## src/rtl/posit_7b_issue_queue.sv

```systemverilog
// posit_7b_issue_queue
//   Operand issue queue in front of the 7-bit posit (es=1) add/sub stage.
//   Requests are prepared at enqueue: b is two's-complement negated for
//   subtract, and NaR/zero operands are classified into a bypass flag and a
//   bypass result. Entries sit in a circular buffer and the head is presented
//   to the adder stage straight from storage registers.
//
// Ports
//   clk, rst        clock; asynchronous active-low reset
//   in_valid/ready  request handshake (in_ready = count < DEPTH)
//   in_a, in_b      operands; in_sub selects a - b
//   out_valid/ready head handshake (out_valid = count != 0)
//   out_a, out_b    head operands (out_b already negated for subtract)
//   out_byp         head is a special case; use out_byp_val as the result
//   out_byp_val     special-case result
//   count           entries currently held
module posit_7b_issue_queue #(
  parameter int WIDTH = 7,
  parameter int DEPTH = 4
) (
  input  logic                     clk,
  input  logic                     rst,
  input  logic                     in_valid,
  output logic                     in_ready,
  input  logic [WIDTH-1:0]         in_a,
  input  logic [WIDTH-1:0]         in_b,
  input  logic                     in_sub,
  output logic                     out_valid,
  input  logic                     out_ready,
  output logic [WIDTH-1:0]         out_a,
  output logic [WIDTH-1:0]         out_b,
  output logic                     out_byp,
  output logic [WIDTH-1:0]         out_byp_val,
  output logic [$clog2(DEPTH):0]   count
);

  localparam int PW = $clog2(DEPTH);
  localparam logic [PW:0]      FULL_CNT = (PW+1)'(DEPTH);
  localparam logic [WIDTH-1:0] NAR      = {1'b1, {(WIDTH-1){1'b0}}};

  logic [WIDTH-1:0] a_q   [DEPTH];
  logic [WIDTH-1:0] b_q   [DEPTH];
  logic             byp_q [DEPTH];
  logic [WIDTH-1:0] val_q [DEPTH];

  logic [PW-1:0] wp_q, wp_d;
  logic [PW-1:0] rp_q, rp_d;
  logic [PW:0]   cnt_q, cnt_d;

  logic             push, pop;
  logic [WIDTH-1:0] nb;
  logic             byp_n;
  logic [WIDTH-1:0] val_n;

  // Handshake flags depend only on the registered count.
  assign in_ready  = (cnt_q != FULL_CNT);
  assign out_valid = (cnt_q != '0);
  assign push      = in_valid && in_ready;
  assign pop       = out_valid && out_ready;

  // Operand preparation. Negation leaves NaR and zero unchanged, so
  // classification on the stored b needs no subtract-specific cases.
  always_comb begin
    nb    = in_sub ? WIDTH'(~in_b + 1'b1) : in_b;
    byp_n = 1'b0;
    val_n = '0;
    if (in_a == NAR || nb == NAR) begin
      byp_n = 1'b1;
      val_n = NAR;
    end else if (in_a == '0) begin
      byp_n = 1'b1;
      val_n = nb;
    end else if (nb == '0) begin
      byp_n = 1'b1;
      val_n = in_a;
    end
  end

  always_comb begin
    wp_d  = push ? wp_q + 1'b1 : wp_q;
    rp_d  = pop  ? rp_q + 1'b1 : rp_q;
    cnt_d = cnt_q;
    unique case ({push, pop})
      2'b10:   cnt_d = cnt_q + 1'b1;
      2'b01:   cnt_d = cnt_q - 1'b1;
      default: cnt_d = cnt_q;
    endcase
  end

  always_ff @(posedge clk or negedge rst) begin
    if (!rst) begin
      wp_q  <= '0;
      rp_q  <= '0;
      cnt_q <= '0;
      for (int unsigned i = 0; i < DEPTH; i++) begin
        a_q[i]   <= '0;
        b_q[i]   <= '0;
        byp_q[i] <= 1'b0;
        val_q[i] <= '0;
      end
    end else begin
      wp_q  <= wp_d;
      rp_q  <= rp_d;
      cnt_q <= cnt_d;
      if (push) begin
        a_q[wp_q]   <= in_a;
        b_q[wp_q]   <= nb;
        byp_q[wp_q] <= byp_n;
        val_q[wp_q] <= val_n;
      end
    end
  end

  // Head is read straight from storage: no fall-through from the request side.
  assign out_a       = a_q[rp_q];
  assign out_b       = b_q[rp_q];
  assign out_byp     = byp_q[rp_q];
  assign out_byp_val = val_q[rp_q];
  assign count       = cnt_q;

endmodule

```

## config.mk

```make
export PLATFORM = sky130hd
export DESIGN_NAME = posit_7b_issue_queue
export DESIGN_NICKNAME = d
export VERILOG_FILES = /design/src/rtl/posit_7b_issue_queue.sv
export SDC_FILE = /design/constraint.sdc
export NUM_CORES = 1
export LEC_CHECK = 0
export BUFFER_PORTS_ARGS = -buffer_cell sky130_fd_sc_hd__buf_2
export CORE_ASPECT_RATIO = 0.7
export CORE_MARGIN = 2
export CORE_UTILIZATION = 60
export CTS_CLUSTER_SIZE = 24
export DETAILED_ROUTE_END_ITERATION = 10
export GPL_TIMING_DRIVEN = 0
export PLACE_DENSITY = 0.8
export SYNTH_ARGS = -nofsm -noshare
export SYNTH_HDL_FRONTEND = slang
export SYNTH_SLANG_ARGS = --single-unit
```

## constraint.sdc

```tcl
create_clock -name clk -period 5.28 [get_ports clk]
set_clock_uncertainty 0.1 [all_clocks]
set_input_delay 0.528 -clock clk [delete_from_list [all_inputs] [get_ports clk]]
set_output_delay 0.528 -clock clk [all_outputs]
set_load 0.03 [all_outputs]
```

==> results.cfg <==
[status]
status = finished clean

[detailed_routing]
post-route-drc-count = 0
first_pass_iters = 5
vias = 3650
wl_mm = 11.8
via_per_inst = 6.23
wire_per_inst_um = 20.2
ant_nets = 0
first_iter_violations = 308

[global_routing]
grt_max_degree = 70
grt.overflow.total = 0
grt_pass1_wl_mm = 18.8
grtUsageTotal_pct = 30.7
antenna_found_initial = 0
grt_pass1_vias = 3607

[floorplan]
die_area_sq_um = 8350
core_area_sq_um = 7350
die_w_um = 108
initial_core_util_pct = 62.2
die_h_um = 77.0
io_pins = 46
rows = 26

[synth]
synth_xor_area_share_pct = 2.85
async_reset_ff_share_pct = 100
syn-cell-area_sq_um = 4570
synth_fa_ha_area_share_pct = 2.08
synth_edf_count = 0
ys.flop_type = dfrtp_1
netlist_top_cells_count = nand2_1, dfrtp_1, o21ai_0, clkbuf_1, mux4_2
synth_area_leader_cell = dfrtp_1
synth_cell_types = 41
syn_nets = 454
yosysSeqAreaShare_pct = 52.0
synthCells = 428
ys_warn_count = 0
yosysMostFrequentCell = nand2_1
muxShareOfSynthArea_pct = 11.3
yosys.area_share.simple_pct = 15.8
avgSynthCellArea_sq_um = 10.7
ys_ff_latch = 95
synthTopCellsByArea = dfrtp_1, mux4_2, nand2_1, o21ai_0, a22oi_1
synth_top_family_by_area = simple AND/OR/NAND/NOR gates
synth_top_area_share_pct = 52.0
synth-compound-area-share_pct = 12.3

[worst_setup_path]
worstSetupPathType = register to output pin
start_kind = register
worstPathRequired_ns = 4.65
critPathArrivalTime_ns = 2.71
path_max_fanout = 10
crit_path_end_kind = output pin

[placed_design]
place_hpwl_mm = 8.22
portBuffers = 42
place.gp.congestion = 0.899
post_dp_cell_area_sq_um = 4940

[finish]
drive_above_1_share_pct = 20.5
fill_cells = 556
fin_area_sq_um = 5190
fin_util_pct = 70.6
multi_input_area_sq_um = 2030
ff_latch_area_sq_um = 2380
nNetsFinal = 509
area_growth_syn_to_layout_pct = 13.5
antenna_cells = 0

[clocking]
numCtsBuffers = 9
cts.sinks = 95
cts_tree = yes
post_cts_buffers = 0
h-tree-depth = 3
clockRootBuffer = clkbuf_8
clk_latency_ns = 0.36
clk_pin_slew_ns = 0.09
cts_resized = 0
hold_buffers = 1
clockBufferDepth = 2

[power]
peakVddDrop_mv = 0.311
power_density_nw_per_um2 = 571
clkPwrFrac_pct = 19.4
pwr-share-comb_pct = 43.0
p_int_mw = 1.74
p_sw_mw = 1.22
seqPwrFrac_pct = 37.6
p_sw_share_pct = 41.2
p_leak_nw = 2.41

[timing]
min_period_over_period_pct = 63.2
finalCriticalPeriod_ns = 3.34
slew_viol_final = 0
max_slew_margin_pct = 38.5
rsz0062_at_grt = no
fmax_mhz = 300
fin_setup_tns_ns = 0
setup_violations = 0
hold_viol_final = 0
holdWs_ns = 0.360
tightest_slew_ns = 0.922

[flow_run]
max_cap_viol_count = 0

[min_path]
holdCritPathClass = primary input to register
==> power by group through the flow <==
stage	logic [mW]	registers, mW	clock network [mW]
after floorplan	0.909	1.10	0
after global placement	1.23	1.10	0
after detailed placement	1.26	1.13	0
after CTS	1.27	1.11	0.580
after global routing	1.39	1.14	0.611
final	1.27	1.11	0.576
==> final cells by class <==
cell class	instances	share of cell area [%]
clock inverters	7	2.31
inverters	7	0.506
flip-flops and latches	95	45.8
plain buffers	29	2.70
repair buffers	44	4.82
well taps	98	2.36
multi-input cells	297	39.1
clock buffers	9	2.39
==> sequential cells by signal, indices dropped and copies added (netlist names) <==
register,count
val_q,28
wp_q,2
b_q,28
a_q,28
rp_q,2
byp_q,4
count,3
==> placed cells by master (no fill, tap or decap), types with 2 or more instances in the layout <==
cell type,count
ha_1,6
and3_1,4
nand2b_1,2
clkbuf_1,23
buf_6,4
bufinv_16,3
nor3_1,7
mux4_2,22
clkbuf_8,9
xnor2_1,7
nand3_1,4
nand2_1,123
nor2_1,5
o31ai_1,5
dfrtp_1,95
inv_1,7
a21oi_1,4
xor2_1,6
o21ai_0,38
o21ai_1,18
nor2b_1,3
nor4bb_1,2
a22oi_1,20
o21ai_2,3
buf_2,42
or4_1,2
==> critical path, stage by stage (launching register included) <==
cell      delay, ns
dfrtp_1        0.33
clkbuf_1       0.44
buf_1          0.75
mux4_2         0.61
buf_2          0.19
==> metrics by stage <==
stage / worst slack [ns] / power (mW) / std cells
after detailed placement: 2.11 / 2.39 / 569
after CTS: 1.90 / 2.96 / 586
after global routing: 1.78 / 3.14 / 586
final: 1.94 / 2.97 / 586
after global placement: 2.16 / 2.33 / 568
after floorplan: 2.59 / 2.01 / 428
==> kinds of logic (layout without fill, tap and decap cells) <==
group,count (synthesis),count (layout)
multiplexers,24,24
XOR/XNOR,14,14
AND/OR/NAND/NOR,160,160
flip-flops,95,95
buffers and inverters,36,96
AO/OA/AOI/OAI,92,92
adder cells (fa/ha/maj),7,7
==> worst paths after layout <==
check / start / end / slack (ns) / cells past startpoint
worst max-delay path: rp_q[0]$_DFFE_PN0P_ / out_a[4] / 1.94 / 4
worst min-delay path: in_a[2] / a_q[2]$_DFFE_PN0P_ / 0.36 / 3
worst max register to register: count[0]$_DFFE_PN0P_ / count[2]$_DFFE_PN0P_ / 2.81 / 9
worst min register to register: byp_q[1]$_DFFE_PN0P_ / byp_q[1]$_DFFE_PN0P_ / 0.38 / 2
max in group asynchronous: rst / b_q[22]$_DFFE_PN0P_ / 3.89 / 3
min in group asynchronous: rst / b_q[23]$_DFFE_PN0P_ / 0.51 / 2
==> metal layers <==
metal	vias up	share of wire [%]	track usage, %
met1	1793	40	42.5
met4	0	2.0	10.1
met2	231	47	46.7
met3	32	11	9.61
met5	-	0	0
li1	1594	-	-
Power figures use the tool's default switching activity.
